$ cat src/rtl/io_pkg.sv
// Shared constants and types for the memory-mapped I/O blocks.
// Holds the I/O register addresses, the data word width and the
// state encoding of the input handshake FSM.
package io_pkg;

   localparam int          WORD_W      = 16;
   localparam logic [15:0] INPUT_ADDR  = 16'h0100;
   localparam logic [15:0] OUTPUT_ADDR = 16'h0000;

   // Input handshake states, in the order a word moves through them.
   typedef enum logic [1:0] {
      EMPTY   = 2'd0,
      PRESENT = 2'd1,
      ARMED   = 2'd2,
      CLEAR   = 2'd3
   } io_state_e;

endpackage

$ cat src/rtl/io_fifo_store.sv
// Circular word buffer behind io_input_fifo.
// Holds the storage array, read/write pointers and the fill count.
// o_head is the oldest word; o_head_next is the word that becomes the head
// after a pop this cycle (bypassing i_data when only the head is stored).
// Build option IO_INPUT_FIFO_DROP_OLDEST_EN: a push while full and not
// popping discards the entry just behind the head and keeps the head.
module io_fifo_store
   import io_pkg::*;
#(
   parameter int DEPTH = 4
) (
   input  logic                     clk,
   input  logic                     rst_n,
   input  logic                     i_push,
   input  logic                     i_pop,
   input  logic [WORD_W-1:0]        i_data,
   output logic [WORD_W-1:0]        o_head,
   output logic [WORD_W-1:0]        o_head_next,
   output logic [$clog2(DEPTH):0]   o_count,
   output logic                     o_full,
   output logic                     o_empty
);

   localparam int AW = (DEPTH > 1) ? $clog2(DEPTH) : 1;
   localparam int CW = $clog2(DEPTH) + 1;

   logic [WORD_W-1:0] r_mem [DEPTH];
   logic [AW-1:0]     r_rd_ptr;
   logic [AW-1:0]     r_wr_ptr;
   logic [CW-1:0]     r_count;

   logic              w_full;
   logic              w_empty;
   logic              w_wr_en;
   logic              w_rd_en;
   logic              w_drop;

   // Pointer increment with explicit wrap from DEPTH-1 back to 0.
   function automatic logic [AW-1:0] ptr_inc(input logic [AW-1:0] p);
      return (p == AW'(DEPTH - 1)) ? '0 : p + AW'(1);
   endfunction

   assign w_full  = (r_count == CW'(DEPTH));
   assign w_empty = (r_count == '0);

   // A pop frees a slot in the same cycle, so a full buffer may still accept.
   assign w_wr_en = i_push && (!w_full || i_pop);
   assign w_rd_en = i_pop && !w_empty;

`ifdef IO_INPUT_FIFO_DROP_OLDEST_EN
   // A single-entry buffer only holds the head, so the incoming word is lost.
   assign w_drop = i_push && w_full && !i_pop && (DEPTH > 1);
`else
   assign w_drop = 1'b0;
`endif

   // Pointer and count update; a drop advances both pointers, count unchanged.
   always_ff @(posedge clk or negedge rst_n) begin
      if (!rst_n) begin
         r_rd_ptr <= '0;
         r_wr_ptr <= '0;
         r_count  <= '0;
      end else begin
         // NOTE: non-blocking assignments so every flop samples pre-edge values.
         if (w_wr_en || w_drop) r_wr_ptr <= ptr_inc(r_wr_ptr);
         if (w_rd_en || w_drop) r_rd_ptr <= ptr_inc(r_rd_ptr);
         case ({w_wr_en, w_rd_en})
            2'b10:   r_count <= r_count + CW'(1);
            2'b01:   r_count <= r_count - CW'(1);
            default: r_count <= r_count;
         endcase
      end
   end

   // Storage write; on a drop the head is copied forward over the dropped
   // slot and the new word lands in the head's old slot (the write pointer).
   // NOTE: the array has no reset; pointers and count decide which words are valid.
   always_ff @(posedge clk) begin
      if (w_drop) begin
         r_mem[ptr_inc(r_rd_ptr)] <= r_mem[r_rd_ptr];
         r_mem[r_wr_ptr]          <= i_data;
      end else if (w_wr_en) begin
         r_mem[r_wr_ptr] <= i_data;
      end
   end

   assign o_head      = r_mem[r_rd_ptr];
   assign o_head_next = (r_count > CW'(1)) ? r_mem[ptr_inc(r_rd_ptr)] : i_data;
   assign o_count     = r_count;
   assign o_full      = w_full;
   assign o_empty     = w_empty;

endmodule

$ cat src/rtl/io_input_fifo.sv
// Input FIFO in front of the Memory block's input register.
// Buffers producer words and presents them one at a time on MemInput,
// waits for Memory to flag the word (InputRecv) and the CPU to read the
// input address, then pulses InputRst for one cycle and advances.
// Build option IO_INPUT_FIFO_DROP_OLDEST_EN: InReady stays high after reset
// and a push into a full FIFO drops the oldest word not yet presented.
module io_input_fifo #(
   parameter int          DEPTH      = 4,
   parameter logic [15:0] INPUT_ADDR = io_pkg::INPUT_ADDR
) (
   input  logic                        Clk,
   input  logic                        Rst_n,
   input  logic [io_pkg::WORD_W-1:0]   InData,
   input  logic                        InValid,
   output logic                        InReady,
   input  logic [15:0]                 Addr,
   input  logic                        WriteFlag,
   input  logic                        InputRecv,
   output logic [io_pkg::WORD_W-1:0]   MemInput,
   output logic                        InputRst,
   output logic [$clog2(DEPTH):0]      Count,
   output logic                        Overflow
);

   import io_pkg::*;

   localparam int CW = $clog2(DEPTH) + 1;

   io_state_e         r_state;
   io_state_e         w_state_next;
   logic              r_run;
   logic [WORD_W-1:0] r_mem_input;
   logic              r_overflow;

   logic              w_push;
   logic              w_pop;
   logic              w_ready;
   logic              w_lost;
   logic              w_full;
   logic              w_empty;
   logic              w_cpu_read;
   logic              w_load;
   logic [WORD_W-1:0] w_load_data;
   logic [WORD_W-1:0] w_head;
   logic [WORD_W-1:0] w_head_next;
   logic [CW-1:0]     w_count;

   // The head leaves the buffer during the single CLEAR cycle.
   assign w_pop = (r_state == CLEAR);

`ifdef IO_INPUT_FIFO_DROP_OLDEST_EN
   assign w_ready = r_run;
`else
   assign w_ready = r_run && (!w_full || w_pop);
`endif

   assign w_push     = InValid && w_ready;
   assign w_lost     = InValid && w_full && !w_pop;
   assign w_cpu_read = (Addr == INPUT_ADDR) && !WriteFlag;

   io_fifo_store #(
      .DEPTH (DEPTH)
   ) u_store (
      .clk         (Clk),
      .rst_n       (Rst_n),
      .i_push      (w_push),
      .i_pop       (w_pop),
      .i_data      (InData),
      .o_head      (w_head),
      .o_head_next (w_head_next),
      .o_count     (w_count),
      .o_full      (w_full),
      .o_empty     (w_empty)
   );

   // Holds InReady low until the first edge after reset release.
   always_ff @(posedge Clk or negedge Rst_n) begin
      if (!Rst_n) r_run <= 1'b0;
      else        r_run <= 1'b1;
   end

   // Handshake state register.
   always_ff @(posedge Clk or negedge Rst_n) begin
      if (!Rst_n) r_state <= EMPTY;
      else        r_state <= w_state_next;
   end

   // Next-state and MemInput load decisions.
   always_comb begin
      // NOTE: defaults first so no path through the case leaves a latch.
      w_state_next = r_state;
      w_load       = 1'b0;
      w_load_data  = w_head;
      case (r_state)
         EMPTY: begin
            if (!w_empty) begin
               w_load       = 1'b1;
               w_load_data  = w_head;
               // A flag still set from an earlier word skips straight ahead.
               w_state_next = InputRecv ? ARMED : PRESENT;
            end
         end
         PRESENT: begin
            if (InputRecv) w_state_next = ARMED;
         end
         ARMED: begin
            if (w_cpu_read) w_state_next = CLEAR;
         end
         CLEAR: begin
            // Anything left after this pop (or arriving now) is presented at once.
            if ((w_count != CW'(1)) || w_push) begin
               w_load       = 1'b1;
               w_load_data  = w_head_next;
               w_state_next = PRESENT;
            end else begin
               w_state_next = EMPTY;
            end
         end
         default: w_state_next = EMPTY;
      endcase
   end

   // Presented word; only changes when a word enters presentation.
   always_ff @(posedge Clk or negedge Rst_n) begin
      if (!Rst_n)      r_mem_input <= '0;
      else if (w_load) r_mem_input <= w_load_data;
   end

   // Sticky loss flag, cleared only by reset.
   always_ff @(posedge Clk or negedge Rst_n) begin
      if (!Rst_n)      r_overflow <= 1'b0;
      else if (w_lost) r_overflow <= 1'b1;
   end

   assign InReady  = w_ready;
   assign MemInput = r_mem_input;
   assign InputRst = (r_state == CLEAR);
   assign Count    = w_count;
   assign Overflow = r_overflow;

endmodule

$ cat config.mk
export PLATFORM = sky130hd
export DESIGN_NAME = io_input_fifo
export DESIGN_NICKNAME = d
export VERILOG_FILES = /design/src/rtl/io_pkg.sv /design/src/rtl/io_fifo_store.sv /design/src/rtl/io_input_fifo.sv
export SDC_FILE = /design/constraint.sdc
export NUM_CORES = 1
export LEC_CHECK = 0
export ABC_AREA = 1
export CAP_MARGIN = 10
export CORE_AREA = 2 2 97 99
export DETAILED_ROUTE_END_ITERATION = 10
export DIE_AREA = 0 0 99 101
export HOLD_SLACK_MARGIN = 0.12
export PLACE_DENSITY = 0.78
export SLEW_MARGIN = 20
export SYNTH_ARGS = -nofsm -noshare
export SYNTH_HDL_FRONTEND = slang
export SYNTH_SLANG_ARGS = --single-unit
$ cat constraint.sdc
create_clock -name Clk -period 3.1 [get_ports Clk]
set_clock_uncertainty 0.2 [all_clocks]
set_input_delay 0.31 -clock Clk [delete_from_list [all_inputs] [get_ports Clk]]
set_output_delay 0.31 -clock Clk [all_outputs]
set_load 0.05 [all_outputs]
== Word-level counts from Yosys, hierarchy flattened ==
Memories as Yosys holds them, arrays and structs flattened.
Index checks and enable logic that the tools add are counted.

* Flip-flop bits (word level): 27
* Memory bits (writable): 64
* Output and inout port bits: 22
* Logic and storage cells: 60
* Memories kept: 1

{| class="wikitable"
|+ Memory list
! memory !! depth !! width !! read ports !! clocked after Yosys merged registers in !! wr ports !! RTL line !! RTL
|-
| u_store.r_mem || 4 || 16 || 2 || 0 || 1 || io_fifo_store.sv:27 || <nowiki>logic [WORD_W-1:0] r_mem [DEPTH];</nowiki>
|}

* Add/subtract/negate cells: 4
* Order comparisons: 1
* Eq/ne operators: 13
* Muxes and demuxes: 17
* Reductions and logical operators: 17

{| class="wikitable"
|+ Operators by type and width
! cell !! count
|-
| 2-to-1 mux 16 bit || 3
|-
| equality test 16 x 9 -> 1 bit, second input constant || 1
|-
| 2-to-1 mux 2 bit || 6
|-
| equality test 2 bit, second input constant || 5
|-
| case mux 2 bit (4 select lines) || 1
|-
| logical AND 1 bit || 7
|-
| inequality test 2 bit, second input constant || 3
|-
| case mux 3 bit (2 select lines) || 1
|-
| 2-to-1 mux 1 bit || 5
|-
| adder 2 x 1 -> 2 bit, second input constant || 2
|-
| equality test 2 x 1 -> 1 bit, second input constant || 2
|-
| zero test 1 bit || 4
|-
| adder 3 x 1 -> 3 bit, second input constant || 1
|-
| equality test 3 bit, second input constant || 1
|-
| > comparator 3 x 1 -> 1 bit, second input constant || 1
|-
| zero test 3 bit || 1
|-
| inequality test 3 x 1 -> 1 bit, second input constant || 1
|-
| AND reduction 3 bit || 1
|-
| subtractor 3 x 1 -> 3 bit, second input constant || 1
|-
| zero test 2 bit || 1
|-
| logical OR 1 bit || 2
|-
| case mux 1 bit (2 select lines) || 1
|-
| nonzero test 2 bit || 1
|}

== Depth between registers and ports, before layout ==
* Word-level depth: 8
* Depth in mapped cells: 12

== Modules after synthesis ==
From an unflattened synthesis, not the netlist that was laid out.

* Cells, all modules: 618
* Area total of the unflattened synthesis: 5009.8 um2

{| class="wikitable"
|+ Modules (own cells, without submodules)
! module !! times used !! cells an instance !! area an instance (um2)
|-
| io_fifo_store || 1 || 437 || 3751.1
|-
| io_input_fifo || 1 || 181 || 1258.7
|}

== Least setup slack after synthesis ==
No wires, ideal clock.

* Kind: flip-flop to flip-flop
* Start: register u_store.r_count[0], in the netlist u_store.o_count[0]
* End: memory u_store.r_mem[0][0] (enable)
* Library setup time: 389 ps
* Arrival: 2154 ps
* Required time: 2511 ps
* Path slack: 357 ps
* Cell stages (with the launch flop): 7
* Path buffers: 1
* Clock period less this slack: 2743 ps
* Cell sequence: dfrtp_1 -> inv_1 -> ha_1 -> nand3_2 -> nand3_2 -> buf_6 -> nor2_1

* Word-level cells in the longest chain between the ends: 8

{| class="wikitable"
|+ Ends and longest elaborated chain
! what !! RTL line !! RTL
|-
| from (decl) || io_fifo_store.sv:30 || <nowiki>logic [CW-1:0] r_count;</nowiki>
|-
| from (signal assigned) || io_fifo_store.sv:68 || <nowiki>2'b10: r_count <= r_count + CW'(1);</nowiki>
|-
| from (signal assigned) || io_fifo_store.sv:69 || <nowiki>2'b01: r_count <= r_count - CW'(1);</nowiki>
|-
| from (signal assigned) || io_fifo_store.sv:70 || <nowiki>default: r_count <= r_count;</nowiki>
|-
| equality test 3 bit (*) || io_fifo_store.sv:43 || <nowiki>assign w_full = (r_count == CW'(DEPTH));</nowiki>
|-
| zero test 1 bit (*) || io_fifo_store.sv:47, io_input_fifo.sv:54 ||
|-
| logical OR 1 bit (*) || io_fifo_store.sv:47, io_input_fifo.sv:54 ||
|-
| logical AND 1 bit || io_input_fifo.sv:54 || <nowiki>assign w_ready = r_run && (!w_full || w_pop);</nowiki>
|-
| logical AND 1 bit || io_input_fifo.sv:57 || <nowiki>assign w_push = InValid && w_ready;</nowiki>
|-
| logical AND 1 bit (*) || io_fifo_store.sv:47 || <nowiki>assign w_wr_en = i_push && (!w_full || i_pop);</nowiki>
|-
| 2-to-1 mux 1 bit (*) || io_fifo_store.sv:82 || <nowiki>end else if (w_wr_en) begin</nowiki>
|-
| 2-to-1 mux 1 bit (implied by the code) (*) || io_fifo_store.sv:83 || <nowiki>r_mem[r_wr_ptr] <= i_data;</nowiki>
|-
| to (decl) || io_fifo_store.sv:27 ||
|}

Mark *: on every way between the ends. The rest lies on a longest branch, timed or not.

== Final worst setup path ==
* Start: register u_store.r_count[0], in the netlist u_store.o_count[0]
* End: output port InReady

* Word-level cells in the longest chain between the ends: 4

{| class="wikitable"
|+ Ends and longest elaborated chain
! what !! RTL line !! RTL
|-
| equality test 3 bit || io_fifo_store.sv:43 ||
|-
| zero test 1 bit || io_input_fifo.sv:54 ||
|-
| logical OR 1 bit || io_input_fifo.sv:54 ||
|-
| logical AND 1 bit || io_input_fifo.sv:54 ||
|-
| to (decl) || io_input_fifo.sv:15 || <nowiki>output logic InReady,</nowiki>
|}

No other way between the ends.

==> impl_results.md <==
* Ant diodes at 0
* Core Util, Final at 64.06%
* DR top layer: met4
* Number of H-tree levels at 3
* Buffers on Ports at 58
* Relative slew slack at slightly below 60%
* Maximum VDD drop at 0.0007779 V
* WP data arrival at 2.22 ns
* Achievable frequency at 366.5 MHz
* Actual slew at the worst max-slew pin at 0.6316 ns
* Fin area at 5751 µm²
* Half-perimeter wire length after placement at 6682 µm
* Routed met1 length at 4546 µm
* Avg WL per Cell at 14.35 µm
* Worst slack, placed at 0.7308 ns
* Seq cells post-synth at approximately 90
* Num CTS Buffers at 9
* Core Region at around 9000 µm²
* Setup TNS at 0 ns
* Synth Warn # at 0
* Via density at about 5.3
* Largest net degree at the start of global routing at 66
* Crit path required time at 2.59 ns
* Hold Violations, Final at 0
* Initial Utilization at 54.31%
* Critical path class: reg2out
* Syn Nets at 626
* Clock Tree Buf Depth at 2
* Post-layout min period at 2.729 ns
* Router iterations before antenna repair at 5
* Most common cell after layout, fill and taps aside: nand2_1
* Cts hold-fix bufs at 0
* Leakage at 2.496 nW
* Run status: complete, no violations
* Post-synthesis cell count at 574
* Synth top area share at between 30% and 40%
* Met3 WL post-DR at around 840 µm
* Area Overhead vs Synth at 17.94%
* DRT antenna net count at 0
* WL met2 at 5078 µm
* RSZ-0062 raised after global routing: false
* First-pass GRT wire length at 17800 µm
* Drt initial violations at 230
* Fin crit share at 88.02%
* Vias at 3954
* Overflow after GRT at 0
* Cell Area, Synth at 4876 µm²
* R2R depth at 11
* Yosys cell types at 29
* Crit end category: output port
* Die footprint at 9999 µm²
* Final Wtd Congestion at 0.7785
* GRT Util Overall at 22.48%
* Max cap viols at 0
* Total wire length at around 11000 µm
* IO Pins at a little under 60
* PwrDens at 1045 nW/µm²
* Register area share after synthesis at ~53%
* Most frequent cells in the layout: nand2_1, nor2_1, edfxtp_1
* Final setup fails at 0
* Die W at 99 µm
* NumNets Final at slightly below 700
* Sink Count at 91
* Worst-path fanout max at 5
* Top post-synthesis cells by area: edfxtp_1, nand2_1, dfrtp_1
* Root buffer cell: clkbuf_8
* Final worst slack at approximately 0.37 ns
* Max-slew violations at 0
* Layout cells sized above 1 at 6.041%
* Rows at 35
* Hold crit path type: in2async
* Post-cts sizing count at 0
* CTS tree: yes
* Post-CTS Setup Bufs at 0
* Clock transition at path regs at 0.10 ns
* Critical Path Start Type: flip-flop
* Vias in the first global route at 3973
* DP Area at 5527 µm²
* Antenna violations before repair at 0
* Leading area contributor after synthesis: edfxtp_1
* Clock latency on the worst-skew pair at 0.36 ns
* Syn avg cell area at between 8 and 9 µm²
* DRC Markers at 0
* Die height at 101 µm
## report_power, final
part | internal [mW] | switching [mW] | leakage (nW)
clock network | 0.476 | 0.419 | 0.113
registers | 1.58 | 0.162 | 0.906
logic | 1.11 | 2.27 | 1.48
total | 3.16 | 2.85 | 2.50
## metrics by stage
stage	hold WS [ns]	std cells	total power [mW]
floorplan	-0.1856	574	4.292
global placement	0.2478	724	5.001
detailed placement	0.2458	724	5.132
CTS	0.1271	740	6.025
global route	0.1565	740	6.492
finish	0.1314	740	6.008
## cells in the mapped netlist
library cell,number
o21ai_0,22
nor2_2,1
inv_2,3
xor2_1,1
nand2_2,1
ha_1,15
a21oi_4,1
nand3b_1,1
nand4_1,1
o211ai_1,32
conb_1,1
nand3_1,18
xnor2_1,2
buf_6,4
clkbuf_1,6
dfrtp_1,27
nor2_1,81
a21oi_1,19
nor3_1,1
a21o_1,1
buf_2,18
nand3_2,2
a31oi_4,1
edfxtp_1,64
buf_4,2
inv_1,53
nor2b_1,1
nand2_1,194
o21a_1,1
## cells by family (layout without fill, tap and decap cells)
| group | Yosys count | count (layout) | synth area share [%] |
|---|---|---|---|
| DFF | 91 | 91 | 53.27 |
| AOI/OAI and AO/OA | 77 | 77 | 10.21 |
| adders and majority gates | 15 | 15 | 3.849 |
| buffers and inverters | 86 | 141 | 7.852 |
| xor gates and xnor gates | 3 | 3 | 0.5390 |
| and+or+nand+nor | 301 | 301 | 24.20 |
| other | 1 | 1 | 0.07691 |
## layer usage
layer,vias to the layer above,global-route usage (%)
met5,-,0
met4,0,7.798
met3,13,4.508
met2,166,38.72
met1,1827,28.43
li1,1948,-
## critical path: stages, from the launching register on
cell	delay, ns
dfrtp_1	0.43
inv_1	0.13
ha_1	0.26
nand3_2	0.09
inv_1	0.05
nor2_1	0.08
clkdlybuf4s50_1	0.82
## cell type report
type	count	area, µm²
Timing Repair Buffer	69	675.6
Tap cell	111	138.9
Fill cell	737	3227
Clock buffer	10	137.6
Clock inverter	6	86.33
Inverter	56	210.2
Multi-Input combinational cell	397	1903
Sequential cell	91	2599
## worst paths after layout
kind                                     from             endpoint  slack (ns)
setup reg to reg           u_store.o_count[1]         MemInput[12]        0.74
max in group asynchronous               Rst_n  u_store.r_rd_ptr[0]        2.25
min in group Clk                     Overflow             Overflow        0.27
hold reg to reg                      Overflow             Overflow        0.27
hold / removal                          Rst_n          MemInput[7]        0.13
setup / recovery           u_store.o_count[0]              InReady        0.37
## sequential cells by signal, summed over array words and instances (netlist names)
register,count
u_store.r_mem,64
MemInput,16
u_store.o_count,3
r_state,2
u_store.r_rd_ptr,2
u_store.r_wr_ptr,2
Overflow,1
r_run,1
No activity file was read; power rests on OpenSTA's default activity.
